==> config.mk <==
export PLATFORM = sky130hd
export DESIGN_NAME = universal_shift_reg
export DESIGN_NICKNAME = d
export VERILOG_FILES = /design/src/rtl/ushift_pkg.sv /design/src/rtl/ushift_step.sv /design/src/rtl/universal_shift_reg.sv
export SDC_FILE = /design/constraint.sdc
export NUM_CORES = 1
export LEC_CHECK = 0
export ABC_CLOCK_PERIOD_IN_PS = 4100
export CAP_MARGIN = 20
export CORE_ASPECT_RATIO = 1.5
export CORE_UTILIZATION = 30
export DETAILED_ROUTE_END_ITERATION = 6
export GPL_TIMING_DRIVEN = 0
export PLACE_DENSITY_LB_ADDON = 0.1
export RECOVER_POWER = 25
export SKIP_CTS_REPAIR_TIMING = 1
export SLEW_MARGIN = 10
export SYNTH_ARGS = -nofsm -noshare
export SYNTH_HDL_FRONTEND = slang
export SYNTH_SLANG_ARGS = --single-unit
==> constraint.sdc <==
create_clock -name clk_i -period 4.1 [get_ports clk_i]
set_clock_uncertainty 0.2 [all_clocks]
set_input_delay 1.025 -clock clk_i [delete_from_list [all_inputs] [get_ports clk_i]]
set_output_delay 1.025 -clock clk_i [all_outputs]
set_load 0.05 [all_outputs]
==> src/rtl/ushift_pkg.sv <==
// ============================================================================
// ushift_pkg : mode codes, FSM state encoding and helpers for universal_shift_reg
// Revision   : 1.0
// ============================================================================
`default_nettype none

package ushift_pkg;

  localparam int MODE_W = 3;

  localparam logic [MODE_W-1:0] MODE_SLL  = 3'd0;
  localparam logic [MODE_W-1:0] MODE_SRL  = 3'd1;
  localparam logic [MODE_W-1:0] MODE_SRA  = 3'd2;
  localparam logic [MODE_W-1:0] MODE_ROL  = 3'd3;
  localparam logic [MODE_W-1:0] MODE_ROR  = 3'd4;
  localparam logic [MODE_W-1:0] MODE_LOAD = 3'd5;

  localparam int ST_W = 2;

  typedef enum logic [ST_W-1:0] {
    ST_IDLE  = 2'd0,
    ST_SHIFT = 2'd1,
    ST_DONE  = 2'd2
  } state_t;

  // Codes 6 and 7 are treated as LOAD.
  function automatic logic is_load(input logic [MODE_W-1:0] mode);
    return (mode >= MODE_LOAD);
  endfunction

  // Shifts (not rotates) discard bits and so feed the sticky accumulator.
  function automatic logic is_lossy(input logic [MODE_W-1:0] mode);
    return (mode <= MODE_SRA);
  endfunction

endpackage

`default_nettype wire

==> src/rtl/ushift_step.sv <==
// ============================================================================
// ushift_step : combinational single-position shift/rotate of one word
// Revision    : 1.0
// ============================================================================
`default_nettype none

module ushift_step
  import ushift_pkg::*;
#(
  parameter int WIDTH = 8
) (
  input  logic [WIDTH-1:0]  word_i,
  input  logic [MODE_W-1:0] mode_i,
  input  logic              fill_i,
  output logic [WIDTH-1:0]  word_o,
  output logic              out_bit_o
);

  always_comb begin
    word_o    = word_i;
    out_bit_o = 1'b0;
    case (mode_i)
      MODE_SLL: begin
        word_o    = {word_i[WIDTH-2:0], fill_i};
        out_bit_o = word_i[WIDTH-1];
      end
      MODE_SRL: begin
        word_o    = {fill_i, word_i[WIDTH-1:1]};
        out_bit_o = word_i[0];
      end
      MODE_SRA: begin
        word_o    = {word_i[WIDTH-1], word_i[WIDTH-1:1]};
        out_bit_o = word_i[0];
      end
      MODE_ROL: begin
        word_o    = {word_i[WIDTH-2:0], word_i[WIDTH-1]};
        out_bit_o = word_i[WIDTH-1];
      end
      MODE_ROR: begin
        word_o    = {word_i[0], word_i[WIDTH-1:1]};
        out_bit_o = word_i[0];
      end
      default: ;
    endcase
  end

endmodule

`default_nettype wire

==> src/rtl/universal_shift_reg.sv <==
// ============================================================================
// universal_shift_reg : iterative multi-mode shifter, one bit position per clock
// Optional feature    : USHIFT_STICKY_EN adds sticky_o (OR of all shifted-out bits)
// Revision            : 1.0
// ============================================================================
`default_nettype none

module universal_shift_reg
  import ushift_pkg::*;
#(
  parameter int WIDTH   = 8,
  parameter int SHAMT_W = 4
) (
  input  logic               clk_i,
  input  logic               rst_i,
  input  logic               start_i,
  input  logic [MODE_W-1:0]  mode_i,
  input  logic [SHAMT_W-1:0] shamt_i,
  input  logic               fill_i,
  input  logic [WIDTH-1:0]   data_i,
  output logic [WIDTH-1:0]   data_o,
  output logic               busy_o,
  output logic               done_o,
  output logic               carry_o
`ifdef USHIFT_STICKY_EN
  ,
  output logic               sticky_o
`endif
);

  state_t             state_q, state_d;
  logic [WIDTH-1:0]   data_q, data_d;
  logic               carry_q, carry_d;
  logic [MODE_W-1:0]  mode_q, mode_d;
  logic               fill_q, fill_d;
  logic [SHAMT_W-1:0] cnt_q, cnt_d;
  logic               busy_q, busy_d;
  logic               done_q, done_d;

  logic [WIDTH-1:0]   step_word;
  logic               step_out;
  logic               capture;

  ushift_step #(
    .WIDTH (WIDTH)
  ) u_step (
    .word_i    (data_q),
    .mode_i    (mode_q),
    .fill_i    (fill_q),
    .word_o    (step_word),
    .out_bit_o (step_out)
  );

  // Start is only honoured once the previous operation has finished.
  assign capture = start_i && (state_q != ST_SHIFT);

  always_comb begin
    state_d = state_q;
    data_d  = data_q;
    carry_d = carry_q;
    mode_d  = mode_q;
    fill_d  = fill_q;
    cnt_d   = cnt_q;

    if (capture) begin
      data_d  = data_i;
      carry_d = 1'b0;
      mode_d  = mode_i;
      fill_d  = fill_i;
      cnt_d   = shamt_i;
      state_d = (is_load(mode_i) || (shamt_i == '0)) ? ST_DONE : ST_SHIFT;
    end else if (state_q == ST_SHIFT) begin
      data_d  = step_word;
      carry_d = step_out;
      cnt_d   = cnt_q - SHAMT_W'(1);
      if (cnt_q == SHAMT_W'(1)) begin
        state_d = ST_DONE;
      end
    end else begin
      state_d = ST_IDLE;
    end

    // Status flags come straight from flops, decoded one cycle early.
    busy_d = (state_d == ST_SHIFT);
    done_d = (state_d == ST_DONE);
  end

  always_ff @(posedge clk_i or posedge rst_i) begin
    if (rst_i) begin
      state_q <= ST_IDLE;
      data_q  <= '0;
      carry_q <= 1'b0;
      mode_q  <= MODE_SLL;
      fill_q  <= 1'b0;
      cnt_q   <= '0;
      busy_q  <= 1'b0;
      done_q  <= 1'b0;
    end else begin
      state_q <= state_d;
      data_q  <= data_d;
      carry_q <= carry_d;
      mode_q  <= mode_d;
      fill_q  <= fill_d;
      cnt_q   <= cnt_d;
      busy_q  <= busy_d;
      done_q  <= done_d;
    end
  end

  assign data_o  = data_q;
  assign carry_o = carry_q;
  assign busy_o  = busy_q;
  assign done_o  = done_q;

`ifdef USHIFT_STICKY_EN
  logic sticky_q, sticky_d;

  always_comb begin
    sticky_d = sticky_q;
    if (capture) begin
      sticky_d = 1'b0;
    end else if ((state_q == ST_SHIFT) && is_lossy(mode_q)) begin
      sticky_d = sticky_q | step_out;
    end
  end

  always_ff @(posedge clk_i or posedge rst_i) begin
    if (rst_i) begin
      sticky_q <= 1'b0;
    end else begin
      sticky_q <= sticky_d;
    end
  end

  assign sticky_o = sticky_q;
`endif

endmodule

`default_nettype wire

# ---- Word-level counts from Yosys, hierarchy flattened
# Cells that the tools add are included.
dict set report word_totals {
  latch_bits 0
  input_bits 19
  ramBits 0
  output_inout_bits 11
  ff_bits 21
  rom_bits 0
  n_memories 0
}
dict set report classes {
  addsub 1
  bitwise 0
  div_mod_pow 0
  shifts 0
  mux 12
  multipliers 0
  eq_ne 10
  order_cmp 1
  n_reduce_logical 11
}
# cell count
set op_table {}
lappend op_table {{one-hot mux 8 bit (5 select lines)} 1}
lappend op_table {{two-way mux 8 bit} 2}
lappend op_table {{two-way mux 2 bit} 4}
lappend op_table {{two-way mux 4 bit} 2}
lappend op_table {{== test 3 x 2 -> 1 bit, second input constant} 2}
lappend op_table {{nonzero test 6 bit} 1}
lappend op_table {{nonzero test 5 bit} 1}
lappend op_table {{== test 2 x 1 -> 1 bit, second input constant} 2}
lappend op_table {{== test 4 x 1 -> 1 bit, second input constant} 1}
lappend op_table {{zero test 4 bit} 1}
lappend op_table {{subtractor 4 x 1 -> 4 bit, second input constant} 1}
lappend op_table {{== test 3 x 1 -> 1 bit, second input constant} 1}
lappend op_table {{== test 3 bit, second input constant} 1}
lappend op_table {{greater-or-equal comparator 3 bit, second input constant} 1}
lappend op_table {{zero test 3 bit} 1}
lappend op_table {{AND reduction 3 bit} 1}
lappend op_table {{OR reduction 3 bit} 1}
lappend op_table {{== test 2 bit, second input constant} 1}
lappend op_table {{two-way mux 1 bit} 2}
lappend op_table {{inequality test 2 x 1 -> 1 bit, second input constant} 1}
lappend op_table {{inequality test 2 bit, second input constant} 1}
lappend op_table {{one-hot mux 1 bit (2 select lines)} 1}
lappend op_table {{AND reduction 2 bit} 1}
lappend op_table {{nonzero test 2 bit} 1}
lappend op_table {{3 further kinds} 3}

# ---- Logic depth before layout (Yosys ltp)
dict set report logic_depth {
  depth_word 5
  depth_mapped 6
  depth_no_buf 5
}

# ---- Hierarchy
# From an unflattened synthesis, not the netlist that was laid out.
dict set report hier_totals {
  hier_cells 131
  hier_area_um2 1381.3
}
# mod n_inst seq_area_each_um2 cells_per_inst area_per_inst_um2
set modules_own_cells {}
lappend modules_own_cells {universal_shift_reg 1 525.5 87 1022.2}
lappend modules_own_cells {ushift_step 1 0.0 44 359.1}

# ---- Worst setup path before layout
# OpenSTA, ideal clock, no wires.
dict set report synth_path {
  kind {input -> register}
  from {in start_i}
  to {reg data_q[0] (netlist: data_o[0])}
  path_stages 6
  arrival_time_ps 1885
  path_slack_ps 1884
  setup_time_ps 131
  cell_sequence {buf_2 -> and2_1 -> clkbuf_1 -> buf_4 -> a22oi_1 -> o31ai_2}
}
dict set report synth_between {
  elab_chain_cells 3
}
# item line_no
set synth_lines {}
lappend synth_lines {{from (decl)} universal_shift_reg.sv:16} ;# input logic start_i,
lappend synth_lines {{logical AND 1 bit *} universal_shift_reg.sv:55} ;# assign capture = start_i && (state_q != ST_SHIFT);
lappend synth_lines {{nonzero test 6 bit (no line) / nonzero test 2 bit (equally long branches)} --}
lappend synth_lines {{AND reduction 2 bit (no line)} --}
lappend synth_lines {{to (signal assigned)} universal_shift_reg.sv:100} ;# data_q <= data_d;
lappend synth_lines {{to (decl)} universal_shift_reg.sv:32} ;# logic [WIDTH-1:0] data_q, data_d;
# Every way passes the cells marked *; elsewhere a longest branch is shown, timed or not.
# A chain may end at the register's enable or synchronous reset.

# ---- Worst setup path in the final report
dict set report layout_path {
  from {reg data_q[0] (netlist: data_o[0])}
  to {out data_o[0]}
}
# item line_no
set layout_lines {}
lappend layout_lines {{to (decl)} universal_shift_reg.sv:21} ;# output logic [WIDTH-1:0] data_o,
# No word-level cell between the ends.

==> qor.yml <==
status: "finished clean"
dp.cells: 199
ys_seq_area_frac: 0.4200
synth_flop_cell: "dfrtp_1"
ys_warn_count: 0
path_buf_inv: 1
syn_area_per_cell_um2: 9.930
rsz0062_at_grt: "false"
maxCapViolCount: 0
cp_max_fo: 6
synthesis.area_um2: 1251
place.gp.congestion: 0.7572
tightest_slew_ps: 807.1
cts_buffer_depth: 2
fin_crit_ps: 2788
portBuffers: 28
start_util: 0.3161
critPathMaxStageDelay_ps: 850
setup_viol: 0
cts_root_buf: "clkbuf_8"
clk-insertion-delay-late_ps: 250
cts_tree: "done"
async_reset_ff_frac: 1.000
ys_types: 39
avgRoutedWirePerCell_um: 14.81
vias: 1046
synth-seq-cells: 21
htree_levels: 1
leakage_uw: 0.0006711
cp-end-kind: "primary output"
pin_count: 30
fp.dieW_um: 54.73
cts_sinks: 21
start_kind: "flip-flop"
clk_pin_slew_worst_paths_ps: 70
yosys-top-cells-area: "dfrtp_1 42%, nand2_1 5.7%, mux2i_1 5.6%, a22oi_1 4.2%, o21ai_1 3.2%"
cp_data_required_time_ps: 2870
layout.nets: 180
finalCritPeriodShare: 0.6800
grt_pass1_wl_um: 4823
drt_wl_total_um: 3007
max_freq_ghz: 0.3587
hold_viol: 0
ir_worst_vdd_uv: 416.5
num_antenna_cells: 0
drive_gt1_frac: 0.1013
relSlewSlack: 0.4613
final_cells: 203
grt_overflow: 0
p_per_area_nw_per_um2: 878.5
die_area_um2: 4438
slowest_stage: "clkdlybuf4s50_1"
setup_tns_ps: 0
grt_max_degree: 22
synth_fp_nets: 147
holdCritPathClass: "flip-flop to flip-flop"
synthCells: 126
grt_pass1_vias: 987
yosysTopAreaCellShare: 0.4200
die_h_um: 81.10
crit_type: "flip-flop to primary output"
synth_edf_count: 0
vias_per_cell: 5.153
grt_use_total: 0.1524
crit_chain: "clkdlybuf4s50_1"
ant_nets: 0
synth_top_area_cell: "dfrtp_1"
cp_top_family: "buffers and inverters"
antenna_found_initial: 0
slew_viol_final: 0
dr.first_iter.drc_count: 15
dpl.hpwl_um: 2269
area_growth_pct: 29.30
drc_errors: 0
cts_buffers: 3
dr.pass1.iters: 3
cp_data_arrival_time_ps: 1560
core_region_area_um2: 3959
row_count: 28
## synthesized netlist by cell type, types with 3 or more instances
| library cell | n |
|---|---|
| dfrtp_1 | 21 |
| nand2_1 | 19 |
| o21ai_1 | 8 |
| a22oi_1 | 7 |
| mux2i_1 | 7 |
| nor2_1 | 6 |
| inv_1 | 4 |
| o21ai_0 | 4 |
| buf_4 | 3 |
| buf_6 | 3 |
| nor2b_1 | 3 |
| nor3_1 | 3 |
| nor3b_1 | 3 |
## cell type report
type                    count  area [um2]
plain buffers               8       52.55
clock buffers               4       45.04
fillers                   409        2341
inverters                   4       15.01
multi-input cells          93       643.1
flip-flops and latches     21       525.5
well taps                  45       56.30
repair buffers             28       280.3
## cells by family after synthesis
group | after synthesis | share of synthesized area
AND/OR/NAND/NOR | 44 | 0.1780
AO/OA/AOI/OAI | 36 | 0.2130
flip-flops | 21 | 0.4200
buffers and inverters | 12 | 0.06399
multiplexers | 10 | 0.09200
adder cells (fa/ha/maj) | 2 | 0.02000
XOR/XNOR | 1 | 0.01300
## through the flow
| step | hold slack [ps] | util | setup slack (ps) | area, um2 | power [uW] |
|---|---|---|---|---|---|
| 3_5_place_dp | 312.6 | 0.4011 | 1575 | 1588 | 1318 |
| 6_report | 326.9 | 0.4087 | 1312 | 1618 | 1421 |
| 5_1_grt | 367.6 | 0.4087 | 1266 | 1618 | 1523 |
| 4_1_cts | 331.7 | 0.4125 | 1302 | 1633 | 1458 |
| 2_1_floorplan | 282.3 | - | 1884 | 1251 | 1073 |
| 3_3_place_gp | 318.2 | 0.4011 | 1575 | 1588 | 1305 |
## where the power goes
group          internal [uW]  leakage (uW)  switching, uW
sequential               305      0.000258            106
combinational            364      0.000391            516
clock                   69.0     0.0000228           61.6
## placed cells by master, fill, tap and decap left out, types with 4 or more instances in the layout
cell	count
clkdlybuf4s50_1	26
o21ai_0	6
o21ai_1	6
nand2_1	20
nor2_1	6
a22oi_1	7
dfrtp_1	21
clkbuf_1	5
mux2i_1	7
inv_1	4
## worst paths after layout
check,from,end,slack [ps],cells past startpoint
max,data_o[0],data_o[0],1310,1
min,carry_o,carry_o,330,2
max reg2reg,state_q[0],data_o[0],2270,6
min reg2reg,carry_o,carry_o,330,2
max in group asynchronous,rst_i,mode_q[0],2170,2
min in group asynchronous,rst_i,cnt_q[3],1020,2
## state kept, by name, indices dropped and copies added (netlist names)
| name | cells |
|---|---|
| data_o | 8 |
| cnt_q | 4 |
| mode_q | 3 |
| state_q | 2 |
| busy_o | 1 |
| carry_o | 1 |
| done_o | 1 |
| fill_q | 1 |
## metal layers
| layer | wire length [um] | part of all wire | vias up | track usage |
|---|---|---|---|---|
| li1 | - | - | 519 | - |
| met1 | 1307 | 0.43 | 506 | 0.1914 |
| met2 | 1570 | 0.52 | 17 | 0.2542 |
| met3 | 94 | 0.031 | 4 | 0.02434 |
| met4 | 35 | 0.012 | 0 | 0.05385 |
| met5 | 0 | 0 | - | 0 |
## worst min-delay path, delay by kind of cell, from the launching register on
family | cells | cell delay (ps)
flops | 1 | 350
simple gates | 1 | 90
compound gates | 1 | 60
Note: power is estimated with default switching activity, not from simulation.
